**config.mk**
```make
export PLATFORM = sky130hd
export DESIGN_NAME = rand_interval_timer
export DESIGN_NICKNAME = d
export VERILOG_FILES = /design/src/rtl/rit_pkg.sv /design/src/rtl/rit_lfsr.sv /design/src/rtl/rand_interval_timer.sv
export SDC_FILE = /design/constraint.sdc
export NUM_CORES = 1
export LEC_CHECK = 0
export CAP_MARGIN = 30
export CORE_MARGIN = 5
export CORE_UTILIZATION = 37
export DETAILED_ROUTE_END_ITERATION = 8
export PLACE_DENSITY = 0.73
export SLEW_MARGIN = 25
export SYNTH_ARGS = -nofsm -noshare
export SYNTH_HDL_FRONTEND = slang
export SYNTH_HIERARCHICAL = 1
export SYNTH_SLANG_ARGS = --single-unit
export TNS_END_PERCENT = 10
```
**constraint.sdc**
```tcl
create_clock -name clk -period 4 [get_ports clk]
set_input_delay 0.6 -clock clk [delete_from_list [all_inputs] [get_ports clk]]
set_output_delay 0.6 -clock clk [all_outputs]
set_load 0.03 [all_outputs]
```
**src/rtl/rit_pkg.sv**
```systemverilog
// rit_pkg: shared types and constants for rand_interval_timer.
// FSM states, mode bit positions and LFSR tap selection.
package rit_pkg;

    typedef enum logic [1:0] {
        IDLE = 2'd0,
        LOAD = 2'd1,
        RUN  = 2'd2
    } state_t;

    localparam int MODE_PERIODIC_BIT = 0;
    localparam int MODE_RANDOM_BIT   = 1;

    localparam logic [31:0] TAPS_8  = 32'h0000_00B8;
    localparam logic [31:0] TAPS_16 = 32'h0000_B400;
    localparam logic [31:0] TAPS_32 = 32'h8020_0003;

    // Maximal-length Fibonacci taps for the supported LFSR widths.
    function automatic logic [31:0] lfsr_taps(input int w);
        logic [31:0] t;
        case (w)
            8:       t = TAPS_8;
            32:      t = TAPS_32;
            default: t = TAPS_16;
        endcase
        return t;
    endfunction

endpackage

```
**src/rtl/rit_lfsr.sv**
```systemverilog
// rit_lfsr: Fibonacci LFSR with seed load and zero-lock guard.
// A load always beats a step in the same cycle.
module rit_lfsr
    import rit_pkg::*;
#(
    parameter int LFSR_W = 16
) (
    input  logic              clk,
    input  logic              rst,
    input  logic              step,
    input  logic              load,
    input  logic [LFSR_W-1:0] seed,
    output logic [LFSR_W-1:0] value
);

    localparam logic [LFSR_W-1:0] TAPS = LFSR_W'(lfsr_taps(LFSR_W));

    logic [LFSR_W-1:0] r_lfsr;
    logic              w_fb;
    logic [LFSR_W-1:0] w_seed;

    assign w_fb   = ^(r_lfsr & TAPS);
    assign w_seed = (seed == '0) ? LFSR_W'(1) : seed;

    // Shift register: reset to 1, seed load, or one Fibonacci step.
    always_ff @(posedge clk or posedge rst) begin
        if (rst) begin
            r_lfsr <= LFSR_W'(1);
        end else if (load) begin
            r_lfsr <= w_seed;
        end else if (step) begin
            r_lfsr <= {r_lfsr[LFSR_W-2:0], w_fb};
        end
    end

    assign value = r_lfsr;

endmodule

```
**src/rtl/rand_interval_timer.sv**
```systemverilog
// rand_interval_timer: prescaled one-shot/periodic timer with LFSR-randomised interval.
// Optional reaction-time capture port set enabled by defining RIT_CAPTURE_EN.
module rand_interval_timer
    import rit_pkg::*;
#(
    parameter int WIDTH      = 32,
    parameter int LFSR_W     = 16,
    parameter int PRESCALE_W = 16
) (
    input  logic                  clk,
    input  logic                  rst,
    input  logic                  start,
    input  logic                  stop,
    input  logic [1:0]            mode,
    input  logic [PRESCALE_W-1:0] prescale,
    input  logic [WIDTH-1:0]      base,
    input  logic [WIDTH-1:0]      rand_mask,
    input  logic [LFSR_W-1:0]     seed,
    input  logic                  seed_load,
`ifdef RIT_CAPTURE_EN
    input  logic                  capture,
    output logic [WIDTH-1:0]      capture_val,
    output logic                  capture_valid,
`endif
    output logic                  busy,
    output logic                  expire,
    output logic [WIDTH-1:0]      count,
    output logic [WIDTH-1:0]      interval
);

    state_t                r_state;
    state_t                w_next;
    logic [PRESCALE_W-1:0] r_presc;
    logic [WIDTH-1:0]      r_count;
    logic [WIDTH-1:0]      r_interval;
    logic                  r_expire;
    logic                  r_periodic;

    logic [LFSR_W-1:0]     w_lfsr;
    logic [WIDTH-1:0]      w_lfsr_ext;
    logic [WIDTH-1:0]      w_rand;
    logic [WIDTH:0]        w_sum;
    logic [WIDTH-1:0]      w_load_val;
    logic [WIDTH-1:0]      w_count_inc;
    logic                  w_tick;
    logic                  w_done;
    logic                  w_do_load;
    logic                  w_run;
    logic                  w_step;
    logic                  w_cap;

    rit_lfsr #(
        .LFSR_W(LFSR_W)
    ) u_lfsr (
        .clk  (clk),
        .rst  (rst),
        .step (w_step),
        .load (seed_load),
        .seed (seed),
        .value(w_lfsr)
    );

    // Zero-extend (or truncate) the LFSR value to the interval width.
    always_comb begin
        w_lfsr_ext = '0;
        for (int i = 0; i < WIDTH && i < LFSR_W; i++) begin
            w_lfsr_ext[i] = w_lfsr[i];
        end
    end

    assign w_rand = mode[MODE_RANDOM_BIT] ? (w_lfsr_ext & rand_mask) : '0;
    assign w_sum  = {1'b0, base} + {1'b0, w_rand};

    // Saturate the interval sum and never allow a zero-length interval.
    always_comb begin
        w_load_val = w_sum[WIDTH-1:0];
        if (w_sum[WIDTH]) begin
            w_load_val = '1;
        end else if (w_sum[WIDTH-1:0] == '0) begin
            w_load_val = WIDTH'(1);
        end
    end

`ifdef RIT_CAPTURE_EN
    assign w_cap = capture && (r_state == RUN) && !stop;
`else
    assign w_cap = 1'b0;
`endif

    assign w_tick      = (r_state == RUN) && (r_presc == prescale);
    assign w_count_inc = r_count + WIDTH'(1);
    assign w_done      = w_tick && (w_count_inc == r_interval);
    assign w_do_load   = (r_state == LOAD) && !stop;
    assign w_run       = (r_state == RUN) && !stop && !w_cap;
    assign w_step      = w_do_load && mode[MODE_RANDOM_BIT];

    // State register.
    always_ff @(posedge clk or posedge rst) begin
        if (rst) begin
            r_state <= IDLE;
        end else begin
            r_state <= w_next;
        end
    end

    // Next state: stop overrides everything, capture overrides expiry.
    always_comb begin
        w_next = r_state;
        if (stop) begin
            w_next = IDLE;
        end else begin
            case (r_state)
                IDLE: begin
                    if (start) begin
                        w_next = LOAD;
                    end
                end
                LOAD: w_next = RUN;
                RUN: begin
                    if (w_cap) begin
                        w_next = IDLE;
                    end else if (w_done) begin
                        w_next = r_periodic ? LOAD : IDLE;
                    end
                end
                default: w_next = IDLE;
            endcase
        end
    end

    // Interval latch, prescaler, tick counter and expire pulse.
    always_ff @(posedge clk or posedge rst) begin
        if (rst) begin
            r_presc    <= '0;
            r_count    <= '0;
            r_interval <= '0;
            r_expire   <= 1'b0;
            r_periodic <= 1'b0;
        end else begin
            r_expire <= 1'b0;
            if (w_do_load) begin
                r_interval <= w_load_val;
                r_count    <= '0;
                r_presc    <= '0;
                r_periodic <= mode[MODE_PERIODIC_BIT];
            end else if (w_run) begin
                if (w_tick) begin
                    r_presc  <= '0;
                    r_count  <= w_count_inc;
                    r_expire <= w_done;
                end else begin
                    r_presc <= r_presc + PRESCALE_W'(1);
                end
            end
        end
    end

`ifdef RIT_CAPTURE_EN
    logic [WIDTH-1:0] r_cap_val;
    logic             r_cap_valid;

    // Capture the elapsed count; valid clears when the next run loads.
    always_ff @(posedge clk or posedge rst) begin
        if (rst) begin
            r_cap_val   <= '0;
            r_cap_valid <= 1'b0;
        end else if (w_do_load) begin
            r_cap_valid <= 1'b0;
        end else if (w_cap) begin
            r_cap_val   <= r_count;
            r_cap_valid <= 1'b1;
        end
    end

    assign capture_val   = r_cap_val;
    assign capture_valid = r_cap_valid;
`endif

    assign busy     = (r_state != IDLE);
    assign expire   = r_expire;
    assign count    = r_count;
    assign interval = r_interval;

endmodule

```
==> summary.txt <==
Finish
  • Area Growth Syn to Fin: 28.2%
  • Final core area utilization: around half
  • Antenna Cells: 0
  • Final Instance Area: ~0.0098 sq mm
  • Non-Filler Instances: approximately 1.3k
  • Register Area: roughly 0.0025 sq mm
  • Post-layout net count: roughly 1.2k
  • Filler instances: approximately 1.9k
  • Fraction of layout cells with a size suffix above 1: roughly 6.7%
  • Multi-input gate area: 0.00485 sq mm

Critical path
  • Crit Path Category: flip-flop to flip-flop
  • R2R Setup Slk: 0.38 ns
  • Crit-path cells: ha_1 -> and3_1 -> nand2_2 -> or3_1 -> o21a_1 -> a2111oi_2 -> nand4b_1 -> or4_1 -> a21o_1
  • CP max stage delay: about 0.60 ns
  • Worst EP arrival: about 3.9 ns
  • CP Data Required Time: between 4 and 5 ns
  • Max FO, Critical Path: 17
  • CP Launch Type: flip-flop
  • Slowest library cell on the worst path: or4_1
  • Crit path capture type: flip-flop

Clock tree
  • H-tree levels: 3
  • Max Buffers Root-to-Sink: 2
  • Post-CTS setup buffer count: 0
  • CTS buffer count: 9
  • Root buf cell: clkbuf_16
  • Post-CTS Resized: 0
  • Post-CTS Hold Fix Bufs: 0
  • CTS tree: yes
  • Clk sink count: 100
  • Clock latency on the worst-skew pair: between 0.3 and 0.4 ns
  • Clock-pin slew on the worst setup and hold paths: around 0.07 ns

Routing
  • Avg Vias per Cell: 5.67
  • Via Count: 7569
  • ANT nets after route: 0
  • Drt wl/cell: approximately 17 um
  • 1st-pass router iterations: 5
  • Drt initial violations: 673
  • DRC viols: 0
  • Routed wire length: 23300 um

STA
  • FMAX: 276 MHz
  • Worst-Margin Slew: 0.971 ns
  • Final setup fails: 0
  • Rel. slew slack: 35.3%
  • Setup TNS: 0 ns
  • Clk_skew: approximately 0.013 ns
  • Final Hold Fails: 0
  • RSZ-0062 raised after global routing: false
  • Slew Limit Fails: 0
  • Worst hold slack: between 0.4 and 0.5 ns
  • Post-route clock period utilization: 90.4%
  • Tmin final: between 3 and 4 ns

Synth
  • Top cells by count, synth: 99 x dfrtp_1, 86 x nand2_1, 77 x nor2_1, 61 x xnor2_1, 60 x o21ai_0
  • Yosys top cell by area: dfrtp_1
  • Most numerous cell in the Yosys netlist: dfrtp_1
  • Mapped Nets: 1041
  • Main flop type after synthesis: dfrtp_1
  • Synth Warn #: 6
  • Synthesized instance count: between 900 and 1k
  • Synth Cell Area: approximately 0.0077 sq mm
  • Synth cell types: between 70 and 80
  • Synthesized flop and latch total: 100
  • Fraction of registers with async set/reset: 100%
  • Sequential share of the synthesized area: between 30 and 40%
  • Post-synth EDFFs: 0
  • Yosys top cell area share: 32.3%
  • Synthesized area per cell: roughly 8.3 sq um
  • Synth top area cells: dfrtp_1 32%, xnor2_1 7.0%, xor2_1 4.5%

Place
  • DP Wirelength: 18400 um
  • PortBufs: approximately 150
  • Global placement routability congestion: ~0.96
  • Dpl cells: about 1.3k
  • Placed Instance Area: between 0.009 and 0.01 sq mm

Run
  • Max Cap Viol: 0

GRT
  • GRT overflow: 0
  • First-pass GRT wire length: between 30000 and 40000 um
  • Pin count of the biggest net entering global routing: 75
  • Initial antenna violation count: 0
  • Vias in the first global route: approximately 7.2k
  • All-Layer GR Usage: 19.5%

Status
  • Status: finished clean

Floorplanning
  • Die X: ~150 um
  • Core area: 0.0203 sq mm
  • Initial Utilization: 37.8%
  • DIE HEIGHT: 154 um
  • Die area: 0.0237 sq mm
  • Row cnt: 52
  • IO Pins: between 150 and 200

Power and ir drop
  • PD cells: approximately 330 mW/mm^2
  • Leak: between 3 and 4 nW
  • Worst VDD drop: 0.218 mV

Worst hold path
  • Min-delay worst type: flip-flop to flip-flop
power by group:
| part | total, mW | internal [mW] | switching (mW) |
|---|---|---|---|
| Clock | 0.824 | 0.423 | 0.401 |
| Sequential | 1.33 | 1.13 | 0.192 |
| Combinational | 1.12 | 0.526 | 0.596 |
| Total | 3.27 | 2.08 | 1.19 |
per-layer routing:
layer | GRT usage, % | vias up | routed length, um
met5 | 0 | - | 0
met4 | 5.55 | 0 | 474
met3 | 2.98 | 35 | 1810
met2 | 31.5 | 326 | 10700
met1 | 27.2 | 3526 | 10300
li1 | - | 3682 | -
state kept, by name, indices dropped and copies added, names as in the netlist:
name          flops
u_lfsr/value     16
r_presc          16
interval         32
expire            1
r_periodic        1
count            32
r_state           2
final timing paths:
path                            start          to  cells after the start
max in group asynchronous         rst  r_presc[2]                      3
min reg2reg                r_periodic  r_periodic                      2
max                          count[0]  r_state[1]                      9
max reg2reg                  count[0]  r_state[1]                      9
min in group asynchronous         rst  r_presc[9]                      2
min                        r_periodic  r_periodic                      2
placed cells by master (no fill, tap or decap), types with 6 or more instances in the layout:
master / instances
nand4_1: 22
nor3_1: 21
nand2_1: 86
buf_4: 36
o22ai_1: 6
o211ai_1: 7
a211oi_1: 12
and3_1: 34
ha_1: 18
and2_1: 12
xnor2_1: 61
nand3_1: 35
a21o_1: 8
a21oi_1: 47
nor2_1: 77
nor4_1: 13
dfrtp_1: 99
o31ai_1: 23
xor2_1: 39
mux2i_1: 21
nor3b_1: 6
o21ai_1: 12
o21ai_0: 60
or3_1: 7
o41ai_1: 8
and4_1: 14
clkdlybuf4s50_1: 152
o22a_1: 13
inv_1: 10
clkbuf_16: 9
a31oi_1: 6
or2_2: 6
final cells by class:
| cell class | instances | area share, % |
|---|---|---|
| Clock buffer | 12 | 2.41 |
| Clock inverter | 4 | 0.267 |
| Inverter | 11 | 0.433 |
| Multi-Input combinational cell | 749 | 49.3 |
| Sequential cell | 100 | 25.5 |
| Tap cell | 270 | 3.44 |
| Timing Repair Buffer | 190 | 18.6 |
metrics by stage:
stage | total power [mW] | setup WS (ns)
after floorplan | 1.94 | 0.492
after global placement | 2.45 | 0.0458
after detailed placement | 2.46 | 0.0321
after CTS | 3.28 | 0.402
after global routing | 3.43 | 0.0268
final | 3.27 | 0.383
kinds of logic (layout without fill, tap and decap cells):
group           after synthesis  count (layout)  share of synthesized area (%)
compound gates              244             244                           20.9
xor+xnor                    100             100                           11.4
fa+ha+maj                    19              19                           3.20
buf+inv                      70             217                           4.05
flops                       100             100                           32.7
mux                          23              23                           3.04
simple gates                363             363                           24.8
worst max-delay path, delay by kind of cell, from the launching register on:
family                   cells  cell delay [ns]
AND/OR/NAND/NOR              5             2.00
AO/OA/AOI/OAI                3             0.70
flip-flops                   1             0.49
adder cells (fa/ha/maj)      1             0.31
(Power assumes the default switching activity.)
